<file path="src/rtl/params_pkg.sv">
// Shared load/store encodings, router types and default memory map.
package params_pkg;

   // Load type encoding from the MEM1 stage (0 = not a load)
   localparam logic [2:0] DMEM_LOAD_SIZE_NO    = 3'd0;
   localparam logic [2:0] DMEM_LOAD_SIZE_BYTE  = 3'd1;
   localparam logic [2:0] DMEM_LOAD_SIZE_HALF  = 3'd2;
   localparam logic [2:0] DMEM_LOAD_SIZE_WORD  = 3'd3;
   localparam logic [2:0] DMEM_LOAD_SIZE_BYTEU = 3'd4;
   localparam logic [2:0] DMEM_LOAD_SIZE_HALFU = 3'd5;

   // Store type encoding from the MEM1 stage (0 = not a store)
   localparam logic [1:0] MEM_NO_WR   = 2'd0;
   localparam logic [1:0] MEM_BYTE_WR = 2'd1;
   localparam logic [1:0] MEM_HALF_WR = 2'd2;
   localparam logic [1:0] MEM_WORD_WR = 2'd3;

   // Access size presented to the targets
   typedef enum logic [1:0] {
      MEM_BYTE = 2'd0,
      MEM_HALF = 2'd1,
      MEM_WORD = 2'd2
   } mem_size_e;

   // Router transaction FSM
   typedef enum logic [1:0] {
      IDLE     = 2'd0,
      ISSUE    = 2'd1,
      WAIT_RSP = 2'd2,
      RESP     = 2'd3
   } router_state_e;

   // Default memory map: DMEM at 0x000, AXI-Lite bridge at 0x400
   localparam logic [31:0] DMEM_BASE = 32'h0000_0000;
   localparam logic [31:0] DMEM_SIZE = 32'h0000_0400;
   localparam logic [31:0] AXIL_BASE = 32'h0000_0400;
   localparam logic [31:0] AXIL_SIZE = 32'h0000_0010;

   // Access size implied by the load/store type; a store type takes precedence
   function automatic mem_size_e mem_access_size(input logic [2:0] ltype,
                                                 input logic [1:0] stype);
      mem_size_e s;
      s = MEM_WORD;
      if (stype != MEM_NO_WR) begin
         case (stype)
            MEM_BYTE_WR: s = MEM_BYTE;
            MEM_HALF_WR: s = MEM_HALF;
            MEM_WORD_WR: s = MEM_WORD;
            default:     s = MEM_WORD;
         endcase
      end else begin
         case (ltype)
            DMEM_LOAD_SIZE_BYTE, DMEM_LOAD_SIZE_BYTEU: s = MEM_BYTE;
            DMEM_LOAD_SIZE_HALF, DMEM_LOAD_SIZE_HALFU: s = MEM_HALF;
            DMEM_LOAD_SIZE_WORD:                       s = MEM_WORD;
            default:                                   s = MEM_WORD;
         endcase
      end
      return s;
   endfunction

endpackage

</file>
<file path="src/rtl/mem_region_decode.sv">
// Combinational address decode plus size/alignment/type fault check.
module mem_region_decode
   import params_pkg::*;
#(
   parameter int unsigned                   NUM_TARGETS = 2,
   parameter logic [NUM_TARGETS*32-1:0]     REGION_BASE = {AXIL_BASE, DMEM_BASE},
   parameter logic [NUM_TARGETS*32-1:0]     REGION_SIZE = {AXIL_SIZE, DMEM_SIZE},
   parameter logic [NUM_TARGETS-1:0]        WORD_ONLY   = 2'b10,
   localparam int unsigned                  IDX_W       = (NUM_TARGETS > 1) ? $clog2(NUM_TARGETS) : 1
) (
   input  logic [31:0]      addr,
   input  logic [2:0]       ltype,
   input  logic [1:0]       stype,
   output logic [IDX_W-1:0] hit_idx,
   output logic             hit,
   output logic             fault
);

   logic [32:0] diff;
   logic        word_only;
   mem_size_e   size;
   logic        type_bad;

   // Region match in 33-bit arithmetic; scanning downward lets the lowest index win
   always_comb begin
      hit       = 1'b0;
      hit_idx   = '0;
      word_only = 1'b0;
      diff      = '0;
      for (int i = NUM_TARGETS - 1; i >= 0; i--) begin
         diff = {1'b0, addr} - {1'b0, REGION_BASE[i*32 +: 32]};
         if (diff < {1'b0, REGION_SIZE[i*32 +: 32]}) begin
            hit       = 1'b1;
            hit_idx   = IDX_W'(i);
            word_only = WORD_ONLY[i];
         end
      end
   end

   // Fault on miss, ambiguous/unknown type, sub-word to word-only target, or misalignment
   always_comb begin
      size     = mem_access_size(ltype, stype);
      type_bad = ((ltype == DMEM_LOAD_SIZE_NO) == (stype == MEM_NO_WR)) ||
                 (ltype > DMEM_LOAD_SIZE_HALFU);
      fault    = !hit || type_bad ||
                 (word_only && (size != MEM_WORD)) ||
                 ((size == MEM_HALF) && addr[0]) ||
                 ((size == MEM_WORD) && (addr[1:0] != 2'b00));
   end

endmodule

</file>
<file path="src/rtl/mem_req_router.sv">
// Single-outstanding load/store router from MEM1 to N memory-mapped targets.
module mem_req_router
   import params_pkg::*;
#(
   parameter int unsigned               NUM_TARGETS    = 2,
   parameter logic [NUM_TARGETS*32-1:0] REGION_BASE    = {AXIL_BASE, DMEM_BASE},
   parameter logic [NUM_TARGETS*32-1:0] REGION_SIZE    = {AXIL_SIZE, DMEM_SIZE},
   parameter logic [NUM_TARGETS-1:0]    WORD_ONLY      = 2'b10,
   parameter int unsigned               TIMEOUT_CYCLES = 255
) (
   input  logic                      clk,
   input  logic                      rst,
   input  logic                      req_valid,
   output logic                      req_ready,
   input  logic [31:0]               req_addr,
   input  logic [31:0]               req_wdata,
   input  logic [2:0]                req_ltype,
   input  logic [1:0]                req_stype,
   output logic [NUM_TARGETS-1:0]    tgt_req_valid,
   input  logic [NUM_TARGETS-1:0]    tgt_req_ready,
   output logic [31:0]               tgt_addr,
   output logic [31:0]               tgt_wdata,
   output logic                      tgt_we,
   output logic [1:0]                tgt_size,
   input  logic [NUM_TARGETS-1:0]    tgt_rsp_valid,
   input  logic [NUM_TARGETS*32-1:0] tgt_rsp_rdata,
   output logic                      rsp_valid,
   output logic [31:0]               rsp_rdata,
   output logic                      rsp_err
);

   localparam int unsigned IDX_W = (NUM_TARGETS > 1) ? $clog2(NUM_TARGETS) : 1;
   localparam int unsigned CNT_W = (TIMEOUT_CYCLES > 0) ? $clog2(TIMEOUT_CYCLES + 1) : 1;

   router_state_e          state_q, state_d;
   logic [IDX_W-1:0]       idx_q, idx_d;
   logic [NUM_TARGETS-1:0] tgt_req_valid_q, tgt_req_valid_d;
   logic [31:0]            tgt_addr_q, tgt_addr_d;
   logic [31:0]            tgt_wdata_q, tgt_wdata_d;
   logic                   tgt_we_q, tgt_we_d;
   mem_size_e              tgt_size_q, tgt_size_d;
   logic                   rsp_valid_q, rsp_valid_d;
   logic [31:0]            rsp_rdata_q, rsp_rdata_d;
   logic                   rsp_err_q, rsp_err_d;
   logic                   req_ready_q, req_ready_d;
   logic [CNT_W-1:0]       cnt_q, cnt_d;

   logic [IDX_W-1:0]       dec_idx;
   logic                   dec_hit;
   logic                   dec_fault;
   logic [31:0]            dec_mask;
   logic [31:0]            sel_rdata;
   logic                   sel_req_ready;
   logic                   sel_rsp_valid;
   logic                   timeout_hit;

   mem_region_decode #(
      .NUM_TARGETS (NUM_TARGETS),
      .REGION_BASE (REGION_BASE),
      .REGION_SIZE (REGION_SIZE),
      .WORD_ONLY   (WORD_ONLY)
   ) u_decode (
      .addr    (req_addr),
      .ltype   (req_ltype),
      .stype   (req_stype),
      .hit_idx (dec_idx),
      .hit     (dec_hit),
      .fault   (dec_fault)
   );

   // Offset mask for the decoded target and handshake/data mux for the active one
   always_comb begin
      dec_mask      = '0;
      sel_rdata     = '0;
      sel_req_ready = 1'b0;
      sel_rsp_valid = 1'b0;
      for (int i = 0; i < NUM_TARGETS; i++) begin
         if (dec_idx == IDX_W'(i)) begin
            dec_mask = REGION_SIZE[i*32 +: 32] - 32'd1;
         end
         if (idx_q == IDX_W'(i)) begin
            sel_rdata     = tgt_rsp_rdata[i*32 +: 32];
            sel_req_ready = tgt_req_ready[i];
            sel_rsp_valid = tgt_rsp_valid[i];
         end
      end
   end

   // Timeout fires on the cycle the counter would reach TIMEOUT_CYCLES
   assign timeout_hit = (TIMEOUT_CYCLES != 0) && (cnt_q == CNT_W'(TIMEOUT_CYCLES - 1));

   // Next-state and next-output logic
   always_comb begin
      state_d         = state_q;
      idx_d           = idx_q;
      tgt_req_valid_d = tgt_req_valid_q;
      tgt_addr_d      = tgt_addr_q;
      tgt_wdata_d     = tgt_wdata_q;
      tgt_we_d        = tgt_we_q;
      tgt_size_d      = tgt_size_q;
      cnt_d           = cnt_q;
      rsp_valid_d     = 1'b0;
      rsp_rdata_d     = '0;
      rsp_err_d       = 1'b0;
      req_ready_d     = 1'b0;

      case (state_q)
         IDLE: begin
            if (req_valid) begin
               idx_d       = dec_idx;
               tgt_wdata_d = req_wdata;
               tgt_we_d    = (req_stype != MEM_NO_WR);
               tgt_size_d  = mem_access_size(req_ltype, req_stype);
               if (dec_fault) begin
                  state_d     = RESP;
                  rsp_valid_d = 1'b1;
                  rsp_err_d   = 1'b1;
               end else begin
                  state_d         = ISSUE;
                  tgt_req_valid_d = NUM_TARGETS'(1) << dec_idx;
                  cnt_d           = '0;
                  if (dec_hit) begin
                     tgt_addr_d = req_addr & dec_mask;
                  end
               end
            end else begin
               req_ready_d = 1'b1;
            end
         end

         ISSUE: begin
            if (sel_req_ready && sel_rsp_valid) begin
               tgt_req_valid_d = '0;
               state_d         = RESP;
               rsp_valid_d     = 1'b1;
               rsp_rdata_d     = tgt_we_q ? 32'd0 : sel_rdata;
            end else if (timeout_hit) begin
               tgt_req_valid_d = '0;
               state_d         = RESP;
               rsp_valid_d     = 1'b1;
               rsp_err_d       = 1'b1;
            end else if (sel_req_ready) begin
               tgt_req_valid_d = '0;
               state_d         = WAIT_RSP;
               cnt_d           = cnt_q + CNT_W'(1);
            end else begin
               cnt_d = cnt_q + CNT_W'(1);
            end
         end

         WAIT_RSP: begin
            if (sel_rsp_valid) begin
               state_d     = RESP;
               rsp_valid_d = 1'b1;
               rsp_rdata_d = tgt_we_q ? 32'd0 : sel_rdata;
            end else if (timeout_hit) begin
               state_d     = RESP;
               rsp_valid_d = 1'b1;
               rsp_err_d   = 1'b1;
            end else begin
               cnt_d = cnt_q + CNT_W'(1);
            end
         end

         RESP: begin
            state_d     = IDLE;
            req_ready_d = 1'b1;
         end

         default: begin
            state_d     = IDLE;
            req_ready_d = 1'b1;
         end
      endcase
   end

   // State and output registers with synchronous reset
   always_ff @(posedge clk) begin
      if (rst) begin
         state_q         <= IDLE;
         idx_q           <= '0;
         tgt_req_valid_q <= '0;
         tgt_addr_q      <= '0;
         tgt_wdata_q     <= '0;
         tgt_we_q        <= 1'b0;
         tgt_size_q      <= MEM_BYTE;
         rsp_valid_q     <= 1'b0;
         rsp_rdata_q     <= '0;
         rsp_err_q       <= 1'b0;
         req_ready_q     <= 1'b1;
         cnt_q           <= '0;
      end else begin
         state_q         <= state_d;
         idx_q           <= idx_d;
         tgt_req_valid_q <= tgt_req_valid_d;
         tgt_addr_q      <= tgt_addr_d;
         tgt_wdata_q     <= tgt_wdata_d;
         tgt_we_q        <= tgt_we_d;
         tgt_size_q      <= tgt_size_d;
         rsp_valid_q     <= rsp_valid_d;
         rsp_rdata_q     <= rsp_rdata_d;
         rsp_err_q       <= rsp_err_d;
         req_ready_q     <= req_ready_d;
         cnt_q           <= cnt_d;
      end
   end

   assign req_ready     = req_ready_q;
   assign tgt_req_valid = tgt_req_valid_q;
   assign tgt_addr      = tgt_addr_q;
   assign tgt_wdata     = tgt_wdata_q;
   assign tgt_we        = tgt_we_q;
   assign tgt_size      = tgt_size_q;
   assign rsp_valid     = rsp_valid_q;
   assign rsp_rdata     = rsp_rdata_q;
   assign rsp_err       = rsp_err_q;

endmodule

</file>
<file path="config.mk">
export PLATFORM = sky130hd
export DESIGN_NAME = mem_req_router
export DESIGN_NICKNAME = d
export VERILOG_FILES = /design/src/rtl/params_pkg.sv /design/src/rtl/mem_region_decode.sv /design/src/rtl/mem_req_router.sv
export SDC_FILE = /design/constraint.sdc
export NUM_CORES = 1
export LEC_CHECK = 0
export BUFFER_PORTS_ARGS = -buffer_cell sky130_fd_sc_hd__buf_2
export CAP_MARGIN = 20
export CORE_MARGIN = 2
export CORE_UTILIZATION = 49
export CTS_CLUSTER_DIAMETER = 120
export DETAILED_ROUTE_END_ITERATION = 8
export HOLD_SLACK_MARGIN = 0.12
export PLACE_DENSITY = 0.95
export SYNTH_ARGS = -nofsm -noshare
export SYNTH_HDL_FRONTEND = slang
export SYNTH_HIERARCHICAL = 1
export SYNTH_SLANG_ARGS = --single-unit
</file>
<file path="constraint.sdc">
create_clock -name clk -period 7.8 [get_ports clk]
set_input_delay 0 -clock clk [delete_from_list [all_inputs] [get_ports clk]]
set_output_delay 0 -clock clk [all_outputs]
set_load 0.01 [all_outputs]
</file>
### Yosys cells after proc, flatten, opt, wreduce, memory -nomap -nowiden

Index checks and enable logic that the tools add are counted.

* $add $sub $neg: 2
* $mul: 0
* divide/modulo/power cells: 0
* order comparisons: 3
* eq/ne operators: 20
* shift-type cells: 1
* muxes and demuxes: 45
* bitwise logic cells: 2
* reduce and logical (&&, ||, !) cells: 24

Operator list (count)
* two-way mux 32 bit: 4
* one-hot mux 32 bit (2 select lines): 1
* two-way mux 8 bit: 5
* less-than comparator 33 x 5 -> 1 bit, second input constant: 1
* subtractor 32 x 11 -> 33 bit, second input constant: 1
* bitwise AND 32 bit: 1
* less-than comparator 32 x 11 -> 1 bit, second input constant: 1
* two-way mux 2 bit: 13
* one-hot mux 8 bit (3 select lines): 1
* two-way mux 1 bit: 13
* one-hot mux 2 bit (2 select lines): 3
* two-way mux 10 bit: 1
* inequality test 2 bit, second input constant: 5
* adder 8 x 1 -> 8 bit, second input constant: 1
* == test 2 bit, second input constant: 4
* == test 8 bit, second input constant: 1
* one-hot mux 2 bit (4 select lines): 1
* AND reduction 4 bit: 2
* == test 2 x 1 -> 1 bit, second input constant: 3
* == test 3 bit, second input constant: 2
* one-hot mux 1 bit (3 select lines): 2
* nonzero test 2 bit: 3
* logical OR 1 bit: 5
* AND reduction 5 bit: 1
* 17 further kinds: 22

* bits in registers: 115
* latch bits: 0
* RAM bits: 0
* memory bits (read-only): 0
* input port bits: 140
* memories kept: 0

### Depth between registers and ports, before layout

* word-level depth: 12
* mapped depth: 13

### Hierarchy

Netlist, hierarchy kept.

By module, submodules not included
* mem_req_router: instances 1, cells each 444, area each 4107.7 µm², seq. area each 1861.8 µm²
* mem_region_decode: instances 1, cells each 63, area each 405.4 µm², seq. area each 0.0 µm²

### Worst setup path after synthesis

OpenSTA, ideal clock, no wires.

* kind: input-to-reg
* from: input port req_addr[31]
* to: register cnt_q[7]
* library setup time: 0.070 ns
* arrival: 2.622 ns
* required time: 7.730 ns
* path slack: 5.108 ns
* cell stages on the path: 11
* cell sequence: or3_1 or4_1 nor4_2 nand4_1 a31oi_2 o211ai_1 nand2b_1 a211oi_1 nand3_1 or3_1 a21oi_1

* elaborated cells between the ends (all ways): 14
* classes of those cells: add/sub: 1; order compare: 2; eq/ne: 1; mux: 3; reduce/logical: 7

RTL lines
* start: declaration: RTL line mem_req_router.sv:15 `input logic [31:0] req_addr,`
* subtractor 32 x 11 -> 33 bit: RTL line mem_region_decode.sv:31 `diff = {1'b0, addr} - {1'b0, REGION_BASE[i*32 +: 32]};`
* less-than comparator 33 x 5 -> 1 bit: RTL line mem_region_decode.sv:32 `if (diff < {1'b0, REGION_SIZE[i*32 +: 32]}) begin`
* two-way mux 1 bit
* two-way mux 1 bit *
* named net dec_idx: RTL line mem_req_router.sv:48 `logic [IDX_W-1:0] dec_idx;`
* logical AND 1 bit *: RTL line mem_region_decode.sv:46 `(word_only && (size != MEM_WORD)) ||`
* logical OR 1 bit *: RTL line mem_region_decode.sv:45 `fault = !hit || type_bad ||`
* logical OR 1 bit *: RTL line mem_region_decode.sv:46
* logical OR 1 bit *: RTL line mem_region_decode.sv:47 `((size == MEM_HALF) && addr[0]) ||`
* named net dec_fault: RTL line mem_req_router.sv:50 `logic dec_fault;`
* inequality test 2 bit (no source line) *
* AND reduction 5 bit (no source line) *
* end signal: assignment: RTL line mem_req_router.sv:204 `cnt_q <= cnt_d;`
* end: declaration: RTL line mem_req_router.sv:46 `logic [CNT_W-1:0] cnt_q, cnt_d;`

The timed path passes the listed nets; every way through them passes the cells marked *.
A chain may end at the register's enable or synchronous reset.

### Final worst setup path

* from: input port req_addr[7]
* to: register cnt_q[6]

The elaborated chain is that of the path after synthesis.

==> impl_metrics.json <==
{
  "fin_nets": 976,
  "synth_top_area_cell": "dfxtp_1",
  "p_per_area_mw_per_mm2": 193.5,
  "synth_compound_area_share_pct": 12.56,
  "drive_gt1_share_pct": 33.82,
  "grt_pass1_vias": 4843,
  "synth.area.mux_share_pct": 7.763,
  "io_buffers": 221,
  "yosysUniqueCellTypes": 56,
  "cts_sinks": 93,
  "hold_viol_final": 0,
  "finalClockSkew_ns": 0.01360,
  "fmax_mhz": 312.2,
  "fin_crit_sh_pct": 41.07,
  "syn_area_per_cell_sq_um": 8.902,
  "dp.cells": 817,
  "ctsResizeCount": 0,
  "ys_dominant_reg_cell": "dfxtp_1",
  "drt-pass1-iter-count": 5,
  "cp_max_fo": 11,
  "routed_wl_microns": 15230,
  "clk_latency_ns": 0.35,
  "yosysSeqAreaShare_pct": 41.25,
  "outcome": "completed",
  "cp_slowest_cell": "o31ai_1",
  "gp_congestion": 0.9967,
  "arrival_ns": 3.40,
  "highest_layer": "met4",
  "ant_nets": 0,
  "stdcell_count": 942,
  "grt_max_degree": 57,
  "cts_buffers": 9,
  "synth_edf_count": 0,
  "gr-usage-all-layers_pct": 29.64,
  "synth_warnings": 6,
  "routedWlPerCell_microns": 16.17,
  "critPathMaxStageDelay_ns": 0.64,
  "synth_top_area_share_pct": 41.25,
  "drt_iter0_markers": 301,
  "clk_pin_slew_ns": 0.09,
  "crit_chain": "dlygate4sd3_1 > buf_2 > or4_1 > nor4_2 > nand4_1 > a31oi_2 > o211ai_1 > nand2b_1 > nand2_1 > nand2_1 > o31ai_1 > a21oi_1",
  "rsz0062_at_grt": "no",
  "met3_wirelength_microns": 1235,
  "synth_fa_ha_area_share_pct": 3.327,
  "synthTopCellsByArea": "dfxtp_1 (41%), mux2i_1 (7.8%), nand2_1 (7.7%)",
  "hp-class": "primary input to flip-flop",
  "floorplan.initialDensity_pct": 49.79,
  "synth-seq-cells": 93,
  "fin_crit_ns": 3.203,
  "die_w_microns": 99.97,
  "worstSetupPathType": "primary input to flip-flop",
  "synth-xor-area-share_pct": 1.164,
  "fin_area_sq_mm": 0.006812,
  "cts_tree": "built",
  "viasPerCell": 5.196,
  "drc": 0,
  "met1_length_microns": 5382,
  "post-dp-hpwl_microns": 8709,
  "n_fill_cell": 626,
  "post-cts-setup-buffers": 0,
  "maxSlewViolCount": 0,
  "worstSetupEndpointType": "flip-flop",
  "critPathMostFrequentCell": "nand2_1",
  "ios": 244,
  "cts-root-buf": "clkbuf_8",
  "p_total_mw": 1.318,
  "syn-instance-count": 507,
  "vias": 4895,
  "postPlaceCellArea_sq_mm": 0.005537,
  "async_flop_share_pct": 0,
  "p_leak_nw": 2.994,
  "ctsHtreeMaxLevel": 3,
  "dieArea_sq_mm": 0.009994,
  "worst_slew_pin_slew_ns": 1.123,
  "r2r_slack_ns": 5.15,
  "synth-simple-area-share_pct": 25.51,
  "area_growth_pct": 50.93,
  "max_cap_violations": 0,
  "overflow": 0,
  "final-setup-viol-count": 0,
  "worstPathRequired_ns": 8.00,
  "syn_area_sq_mm": 0.004513,
  "fp.dieH_microns": 99.97,
  "clock_path_buffers": 2,
  "grt_pass1_wl_microns": 23200,
  "synth_top_family_by_area": "simple AND/OR/NAND/NOR gates",
  "fin_setup_tns_ns": 0,
  "core_sq_mm": 0.009065,
  "met2_length_microns": 7805,
  "start_kind": "primary input",
  "relSlewSlack_pct": 25.15,
  "yosys-top-cells-count": "dfxtp_1 (93), nand2_1 (92), a21oi_1 (54)",
  "synth.most_common_cell": "dfxtp_1",
  "ir_drop_uv": 132.5,
  "fp-row-count": 35,
  "grt_antenna_before_repair": 2
}
## cell usage in the layout, fill, tap and decap left out, types with 16 or more instances in the layout
master / n
dlygate4sd3_1: 107
buf_2: 221
nand2_1: 92
a21oi_1: 54
nor2_1: 21
dfxtp_1: 92
inv_1: 16
conb_1: 22
nor2_4: 22
mux2i_1: 35
## final cells by class
cell class	instances	area (sq um)	area share (%)
clock buffers	9	123.9	1.819
flip-flops and latches	93	1863	27.35
repair buffers	330	2192	32.18
clock inverters	6	72.57	1.065
inverters	16	60.06	0.8817
well taps	111	138.9	2.039
multi-input cells	374	2354	34.55
diodes	3	7.507	0.1102
## path summary, 6_finish.rpt
| path | start | to | cells past startpoint |
|---|---|---|---|
| worst max-delay path | req_addr[7] | cnt_q[6] | 12 |
| worst min register to register | tgt_addr[8] | tgt_addr[8] | 2 |
| worst max register to register | idx_q | rsp_rdata[17] | 4 |
| worst min-delay path | req_ltype[1] | tgt_size[0] | 5 |
## worst max-delay path, delay by kind of cell
family,cells,cell delay (ns)
compound gates,4,1.37
buf+inv,2,0.65
simple gates,6,1.39
## stage by stage
step	hold slack [ns]	util [%]	worst slack [ns]
floorplan	0.1360	-	5.108
global placement	0.2398	61.08	4.737
detailed placement	0.2450	61.08	4.563
CTS	0.1239	75.06	4.672
global route	0.1783	75.11	4.352
finish	0.1452	75.14	4.597
## power breakdown
part | switching [mW] | leakage, nW | internal [mW] | total [mW]
clock | 0.175 | 0.0963 | 0.150 | 0.325
sequential | 0.0308 | 0.756 | 0.531 | 0.562
combinational | 0.249 | 2.14 | 0.182 | 0.431
total | 0.454 | 2.99 | 0.863 | 1.32
## what timing repair did
action | CTS | global route
endpoints found under the hold margin | 75 | 0
setup endpoints to repair | 0 | 0
hold buffers | 107 | 0
## registers in the layout, summed over array words and instances (netlist names)
| register | flops |
|---|---|
| cnt_q | 8 |
| idx_q | 1 |
| req_ready | 1 |
| rsp_err | 1 |
| rsp_rdata | 32 |
| rsp_valid | 1 |
| state_q | 2 |
| tgt_addr | 10 |
| tgt_req_valid | 2 |
| tgt_size | 2 |
| tgt_wdata | 32 |
| tgt_we | 1 |
## cells by family after synthesis
logic type / after synthesis
and+or+nand+nor: 207
buffers and inverters: 61
other: 1
adders and majority gates: 12
DFF: 93
muxes: 35
xor gates and xnor gates: 6
AOI/OAI and AO/OA: 92
## per-layer routing
metal	GRT usage [%]	vias up
li1	-	2328
met1	30.35	2252
met2	53.33	258
met3	7.799	57
met4	19.07	0
met5	0	-
(Power assumes the default switching activity.)
